--- config.mk ---
export PLATFORM = sky130hd
export DESIGN_NAME = ovrd_clamp_sequencer
export DESIGN_NICKNAME = d
export VERILOG_FILES = /design/src/rtl/ovrd_clamp_sequencer.sv
export SDC_FILE = /design/constraint.sdc
export NUM_CORES = 1
export LEC_CHECK = 0
export ABC_CLOCK_PERIOD_IN_PS = 4120
export BUFFER_PORTS_ARGS = -buffer_cell sky130_fd_sc_hd__buf_2
export CAP_MARGIN = 20
export CORE_UTILIZATION = 53
export DETAILED_ROUTE_END_ITERATION = 12
export PLACE_DENSITY = 0.91
export SLEW_MARGIN = 30
export SYNTH_ARGS = -nofsm -noshare
export SYNTH_HDL_FRONTEND = slang
export SYNTH_SLANG_ARGS = --single-unit
--- constraint.sdc ---
create_clock -name i_clk -period 4.12 [get_ports i_clk]
set_input_delay 0.206 -clock i_clk [delete_from_list [all_inputs] [get_ports i_clk]]
set_output_delay 0.206 -clock i_clk [all_outputs]
set_load 0.05 [all_outputs]
--- src/rtl/ovrd_clamp_sequencer.sv ---
// ovrd_clamp_sequencer: cubic soft-clip controller for two sample channels
// sharing one external signed multiplier.
//   y = x >= one ? +half : x <= -one ? -half : (3x - x^3) / 4
// Round-robin arbitration. x^2 then x^3 are computed on the shared multiplier.
// The saturation region bypasses the multiplier. The result is returned on a
// valid/ready output that supports backpressure.
// Ports:
//   i_clk, i_rst_n               clock, asynchronous active-low reset
//   i_chN_sample/valid, o_chN_ready  per-channel input handshake (N = 0, 1)
//   o_mul_en/o_mul_a/o_mul_b     operands for the shared multiplier
//   i_mul_res                    full signed product, returned combinationally
//   o_sample/o_ch/o_valid/i_ready  clipped output with backpressure
// Optional feature OVRD_SEQ_SATCNT_EN adds i_sat_clr and o_sat_count,
// a saturating 16-bit count of samples that took the saturation path.
module ovrd_clamp_sequencer #(
  parameter int unsigned bits_per_level = 12,
  parameter int unsigned fxp_size       = 32
) (
  input  logic                           i_clk,
  input  logic                           i_rst_n,
  input  logic signed [fxp_size-1:0]     i_ch0_sample,
  input  logic                           i_ch0_valid,
  output logic                           o_ch0_ready,
  input  logic signed [fxp_size-1:0]     i_ch1_sample,
  input  logic                           i_ch1_valid,
  output logic                           o_ch1_ready,
  output logic                           o_mul_en,
  output logic signed [fxp_size-1:0]     o_mul_a,
  output logic signed [fxp_size-1:0]     o_mul_b,
  input  logic signed [2*fxp_size-1:0]   i_mul_res,
  output logic signed [fxp_size-1:0]     o_sample,
  output logic                           o_ch,
  output logic                           o_valid,
`ifdef OVRD_SEQ_SATCNT_EN
  input  logic                           i_sat_clr,
  output logic [15:0]                    o_sat_count,
`endif
  input  logic                           i_ready
);

  localparam int unsigned PW = 2 * fxp_size;
  localparam int unsigned EW = fxp_size + 3;

  localparam logic signed [fxp_size-1:0] ONE      = fxp_size'(1) << bits_per_level;
  localparam logic signed [fxp_size-1:0] NEG_ONE  = -ONE;
  localparam logic signed [fxp_size-1:0] HALF     = ONE >>> 1;
  localparam logic signed [fxp_size-1:0] NEG_HALF = -HALF;

  localparam logic [1:0] IDLE = 2'd0;
  localparam logic [1:0] SQ   = 2'd1;
  localparam logic [1:0] CU   = 2'd2;
  localparam logic [1:0] DONE = 2'd3;

  logic [1:0]                 state_q, state_d;
  logic signed [fxp_size-1:0] x_q, x_d;
  logic                       ch_q, ch_d;
  logic                       last_q, last_d;
  logic signed [fxp_size-1:0] sample_q, sample_d;
  logic                       valid_q, valid_d;
  logic                       mul_en_q, mul_en_d;
  logic signed [fxp_size-1:0] mul_a_q, mul_a_d;
  logic signed [fxp_size-1:0] mul_b_q, mul_b_d;

  logic                       rdy0, rdy1, grant, sat_fire;
  logic signed [fxp_size-1:0] x_in;
  logic signed [PW-1:0]       prod_sh;
  logic signed [EW-1:0]       x_ext, cu_ext, res3, res_sh;

  // Next-state, datapath and handshake decode
  always_comb begin
    state_d  = state_q;
    x_d      = x_q;
    ch_d     = ch_q;
    last_d   = last_q;
    sample_d = sample_q;
    valid_d  = valid_q;
    mul_en_d = 1'b0;
    mul_a_d  = '0;
    mul_b_d  = '0;
    rdy0     = 1'b0;
    rdy1     = 1'b0;
    sat_fire = 1'b0;

    // Contention goes to the channel not served last; otherwise to whoever is valid
    grant    = (i_ch0_valid && i_ch1_valid) ? ~last_q : i_ch1_valid;
    x_in     = grant ? i_ch1_sample : i_ch0_sample;

    // Product rescale; low fxp_size bits suffice while |x| < one
    prod_sh  = i_mul_res >>> bits_per_level;
    x_ext    = EW'(x_q);
    cu_ext   = EW'(fxp_size'(prod_sh));
    res3     = x_ext + (x_ext <<< 1) - cu_ext;
    res_sh   = res3 >>> 2;

    case (state_q)
      IDLE: begin
        if (i_ch0_valid || i_ch1_valid) begin
          rdy0   = ~grant;
          rdy1   = grant;
          x_d    = x_in;
          ch_d   = grant;
          last_d = grant;
          if (x_in >= ONE) begin
            sample_d = HALF;
            valid_d  = 1'b1;
            sat_fire = 1'b1;
            state_d  = DONE;
          end else if (x_in <= NEG_ONE) begin
            sample_d = NEG_HALF;
            valid_d  = 1'b1;
            sat_fire = 1'b1;
            state_d  = DONE;
          end else begin
            mul_en_d = 1'b1;
            mul_a_d  = x_in;
            mul_b_d  = x_in;
            state_d  = SQ;
          end
        end
      end
      SQ: begin
        // x^2 goes straight back out as operand A for x^3
        mul_en_d = 1'b1;
        mul_a_d  = fxp_size'(prod_sh);
        mul_b_d  = x_q;
        state_d  = CU;
      end
      CU: begin
        sample_d = fxp_size'(res_sh);
        valid_d  = 1'b1;
        state_d  = DONE;
      end
      default: begin
        if (i_ready) begin
          valid_d = 1'b0;
          state_d = IDLE;
        end
      end
    endcase
  end

  // State and output registers; ch0 holds priority out of reset
  always_ff @(posedge i_clk or negedge i_rst_n) begin
    if (!i_rst_n) begin
      state_q  <= IDLE;
      x_q      <= '0;
      ch_q     <= 1'b0;
      last_q   <= 1'b1;
      sample_q <= '0;
      valid_q  <= 1'b0;
      mul_en_q <= 1'b0;
      mul_a_q  <= '0;
      mul_b_q  <= '0;
    end else begin
      state_q  <= state_d;
      x_q      <= x_d;
      ch_q     <= ch_d;
      last_q   <= last_d;
      sample_q <= sample_d;
      valid_q  <= valid_d;
      mul_en_q <= mul_en_d;
      mul_a_q  <= mul_a_d;
      mul_b_q  <= mul_b_d;
    end
  end

  assign o_ch0_ready = rdy0;
  assign o_ch1_ready = rdy1;
  assign o_mul_en    = mul_en_q;
  assign o_mul_a     = mul_a_q;
  assign o_mul_b     = mul_b_q;
  assign o_sample    = sample_q;
  assign o_ch        = ch_q;
  assign o_valid     = valid_q;

`ifdef OVRD_SEQ_SATCNT_EN
  logic [15:0] sat_cnt_q, sat_cnt_d;

  // Saturation-path counter; clear beats increment, sticks at all-ones
  always_comb begin
    sat_cnt_d = sat_cnt_q;
    if (i_sat_clr) begin
      sat_cnt_d = '0;
    end else if (sat_fire && (sat_cnt_q != 16'hFFFF)) begin
      sat_cnt_d = sat_cnt_q + 16'd1;
    end
  end

  always_ff @(posedge i_clk or negedge i_rst_n) begin
    if (!i_rst_n) begin
      sat_cnt_q <= '0;
    end else begin
      sat_cnt_q <= sat_cnt_d;
    end
  end

  assign o_sat_count = sat_cnt_q;
`else
  logic unused_sat;
  assign unused_sat = sat_fire;
`endif

endmodule

Yosys cells after proc, flatten, opt, wreduce, memory -nomap -nowiden. Index checks and enable logic that the tools add are counted.

Flip-flop bits (word level): 134. Bits of input ports: 133. Output and inout bits: 101.

Add/subtract/negate cells: 2. Magnitude comparators: 2. Equal/unequal tests: 4. Multiplexer cells: 29. Bitwise operators: 3. Reduce and logical (&&, ||, !) cells: 10.

Operator list (number): 32-bit two-way mux (7); 32-bit one-hot mux with 2 select lines (3); 32-bit by 33-bit adder with 34-bit output (1); 34-bit by 32-bit subtractor with 34-bit output (1); 32-bit by 14-bit >= comparator with 1-bit output (second input constant) (1); 32-bit by 13-bit less-or-equal comparator with 1-bit output (second input constant) (1); 1-bit two-way mux (12); 2-bit two-way mux (4); 2-bit one-hot mux with 3 select lines (1); 2-bit AND reduction (2); 4-bit AND reduction (1); 4-bit nonzero test (1); 3-bit inequality test (second input constant) (1); 1-bit NOT (3); 1-bit one-hot mux with 3 select lines (1); 3-bit AND reduction (1); 3-bit nonzero test (1); 2-bit by 1-bit equality test with 1-bit output (second input constant) (1); 2-bit equality test (second input constant) (1); 2-bit zero test (1); 2-bit inequality test (second input constant) (1); 1-bit one-hot mux with 2 select lines (1); 2-bit nonzero test (1); 1-bit logical AND (1); 1-bit logical OR (1).

Longest topological paths before layout.
Depth in word-level cells: 8. Depth in mapped cells: 14. Mapped depth without buffers: 14.

Worst setup path before layout. No wires, ideal clock.

Kind: reg2reg. Start point: reg x_q[4]. End point: reg sample_q[17] (netlist: o_sample[17]). Library setup time: 124 ps. Data arrival time: 3064 ps. Data required time: 3996 ps. Slack: 932 ps. Cell stages (with the launch flop): 13. Path buffers: 0. Period minus slack after synthesis: 3188 ps. Cells stage by stage: dfrtp_1 -> inv_1 -> fa_1 -> inv_1 -> ha_1 -> a21o_1 -> a221o_1 -> a41oi_1 -> a21oi_1 -> o21ai_0 -> mux2i_1 -> a31oi_1 -> a211o_1.

Word-level cells in the longest chain between the ends: 3.

RTL lines: from (decl) (RTL line 55) `logic signed [fxp_size-1:0] x_q, x_d;`; from (signal assigned) (RTL line 146) `x_q <= '0;`; from (signal assigned) (RTL line 156) `x_q <= x_d;`; 32-bit by 33-bit adder with 34-bit output (RTL line 92) `res3 = x_ext + (x_ext <<< 1) - cu_ext;`; 34-bit by 32-bit subtractor with 34-bit output (RTL line 92); 32-bit one-hot mux with 2 select lines (RTL line 95) `case (state_q)`; to (signal assigned) (RTL line 159) `sample_q <= sample_d;`; to (decl) (RTL line 58) `logic signed [fxp_size-1:0] sample_q, sample_d;`.

Every way passes these cells. A chain may end at the register's enable or synchronous reset.

Worst setup path after layout.
Start point: reg x_q[4]. End point: reg sample_q[31] (netlist: o_sample[31]).

Same word-level chain as after synthesis.

==> flow_summary_export.csv <==
group,metric,value,unit
run_status,status,"finished, final reports clean",
grt,grtUsageTotal,28.5,%
layout,syn2layout_area_growth,21.4,%
timing,period_needed,3.65,ns
critical_path,r2r_end,"o_sample[31]",
critical_path,arrival,3.98,ns
grt,antenna_found_initial,2,
route,firstDrtPassIters,7,
cts,numCtsBuffers,17,
critical_path,rrSetupSlack,0.47,ns
cts,cts.sinks,134,
cts,clk_pin_slew_worst_paths,0.06,ns
route,ant_nets,0,
cts,clockBufferDepth,2,
yosys,synth.most_common_cell,"nand2_1",
timing,drv_slew,0,
critical_path,cp-start-kind,"flip-flop",
timing,period_share,88.7,%
cts,cts-htree-levels,4,
cts,postCtsSetupBuffers,0,
grt,grt_max_degree,105,
yosys,ys_types,63,
yosys,ys_seq_area_share,40.6,%
yosys,synth_common_cells,"165 x nand2_1, 133 x dfrtp_1, 105 x inv_1",
grt,grt_pass1_vias,7126,
flow_run,max_cap_viol_count,0,
floorplan,initial_core_util,54.4,%
layout,fin_util,66.0,%
worst_hold_path,whs_path_depth,2,
critical_path,regToRegStartpoint,"x_q[4]",
yosys,synth_ff_type,"dfrtp_1",
critical_path,crit_type,"reg -> reg",
yosys,async_flop_share,100,%
worst_hold_path,hp-class,"in -> reg",
grt,overflow,0,
timing,rsz0062_at_grt,"false",
timing,finalSetupTns,0,ns
yosys,syn-mean-instance-area,8.93,um^2
floorplan,ios,234,
timing,tightestPinTransition,0.851,ns
yosys,netlist_instances,926,
critical_path,endpoint_kind,"flip-flop",
timing,fmax,274,MHz
route,wire_per_inst,16.8,um
yosys,syn_area,0.00827,mm^2
route,wl,22.2,mm
yosys,ys_seq_elements,134,
floorplan,die_area,0.0161,mm^2
yosys,syn_nets,1126,
yosys,yosys.area.top_type,"dfrtp_1",
floorplan,core_area,0.0152,mm^2
cts,cts_tree,"built",
route,drtIter0Drc,534,
worst_hold_path,min_to,"o_mul_a[5]",
yosys,synthTopCellsByArea,"dfrtp_1 40%, fa_1 7.7%, nand2_1 7.5%, ha_1 5.3%, inv_1 4.8%",
placed_design,io_buffers,201,
worst_hold_path,hold_start,"i_mul_res[17]",
timing,slew_headroom,43.0,%
cts,cts_resized,0,
cts,ctsHoldBuffers,1,
timing,fin_worst_skew,0.00820,ns
layout,nets,1315,
critical_path,crit_required,4.45,ns
layout,final_layout_size_suffix_gt1_share,22.3,%
floorplan,fp.dieW,127,um
critical_path,rr_worst_depth,12,
floorplan,die_h,127,um
yosys,yosysTopAreaCellShare,40.3,%
floorplan,rows,45,
grt,grt_pass1_wl,35.3,mm
placed_design,hpwl,17.1,mm
yosys,synth_edf_count,0,
route,drc_errors,0,
critical_path,critPathMaxFanout,4,
cts,clkLatencyLatePin,0.43,ns
yosys,synth_warnings,0,
route,routed-via-count,7421,
timing,final-setup-viol-count,0,
placed_design,place_congestion,0.881,
route,via_per_inst,5.63,
timing,final_hold_viol_count,0,
cts,cts_root_buffer,"clkbuf_16",
-- final cells by class --
| class | instances | area [um^2] |
|---|---|---|
| flip-flops and latches | 134 | 3350 |
| multi-input cells | 645 | 4360 |
| repair buffers | 212 | 1100 |
| well taps | 188 | 235 |
| inverters | 105 | 394 |
| clock inverters | 7 | 93.8 |
| diodes | 1 | 2.50 |
| fillers | 1226 | 5160 |
| clock buffers | 25 | 495 |
-- routing by layer --
layer	global-route usage (%)	up-vias	part of all wire (%)
met2	45.2	283	47
met4	14.8	2	3.6
li1	-	3505	-
met3	4.85	64	5.6
met5	0	-	0.050
met1	37.6	3567	43
-- how the worst max path moves through the flow --
stage,from,endpoint,slack [ns]
after global placement,x_q[4],o_sample[31],0.61
after detailed placement,x_q[4],o_sample[31],0.54
after CTS,x_q[4],o_sample[31],0.55
after global routing,x_q[4],o_sample[31],0.25
final,x_q[4],o_sample[31],0.47
after floorplan,x_q[4],o_sample[17],0.93
-- flip-flops by register name (all words and copies together), names as in the netlist --
register and flops:
o_valid 1, o_ch 1, last_q 1, x_q 32, state_q 2, o_mul_b 32
o_sample 32, o_mul_en 1, o_mul_a 32
-- kinds of logic (layout without fill, tap and decap cells) --
| group | after synthesis | in the layout | synth area share [%] |
|---|---|---|---|
| AND/OR/NAND/NOR | 317 | 317 | 17.3 |
| buffers and inverters | 147 | 349 | 6.89 |
| other | 0 | 1 | 0 |
| XOR/XNOR | 23 | 23 | 2.44 |
| multiplexers | 34 | 34 | 4.13 |
| flip-flops | 134 | 134 | 40.6 |
| AO/OA/AOI/OAI | 204 | 204 | 15.6 |
| adder cells (fa/ha/maj) | 67 | 67 | 13.0 |
-- per-stage QoR --
| stage | setup WS (ns) | instance area (um^2) | cells | hold WS [ns] |
|---|---|---|---|---|
| after CTS | 0.552 | 10000 | 1316 | 0.0161 |
| after global routing | 0.248 | 10000 | 1316 | 0.0326 |
| after detailed placement | 0.537 | 9430 | 1283 | 0.385 |
| after floorplan | 0.932 | 8270 | 926 | -0.0896 |
| final | 0.466 | 10000 | 1317 | 0.0276 |
| after global placement | 0.612 | 9430 | 1283 | 0.373 |
-- worst max-delay path, stage by stage, from the launching register on --
cell and delay [ns]:
dfrtp_1 0.37, inv_1 0.09, fa_1 0.50, inv_1 0.04, ha_1 0.34, a21o_1 0.20
a221o_1 0.44, a41o_1 0.31, o211ai_1 0.26, nand3_1 0.20, a311oi_1 0.38, xnor2_1 0.14
a221oi_1 0.28
-- placed cells by master, fill, tap and decap left out, types with 3 or more instances in the layout --
master     synthesis  layout
a211o_1            3       3
a21o_1            40      40
a21oi_1           51      51
a311oi_1           4       4
a31oi_1           10      10
a41oi_1            3       3
and3_1             6       6
buf_2              2     200
buf_4              0      10
clkbuf_1          33       4
clkbuf_16          0      17
clkbuf_8           0       5
dfrtp_1          133     133
fa_1              32      32
ha_1              35      34
inv_1            105     105
mux2i_1           33      33
nand2_1          165     165
nand2b_1           9       9
nand3_1           21      21
nand4_1           13      13
nor2_1            51      51
nor2b_1            6       6
nor3_1            13      13
nor4_1            15      15
o211ai_1           3       3
o21a_1             3       3
o21ai_0           52      51
o21ai_1            7       6
o21bai_1           5       5
o31ai_1            4       4
or4_1              3       3
xnor2_1           19      19
xor2_1             4       4
Power is left out: the tool's default activity adds up to more than one toggle a clock period on the data nets, which glitch-free logic cannot reach.
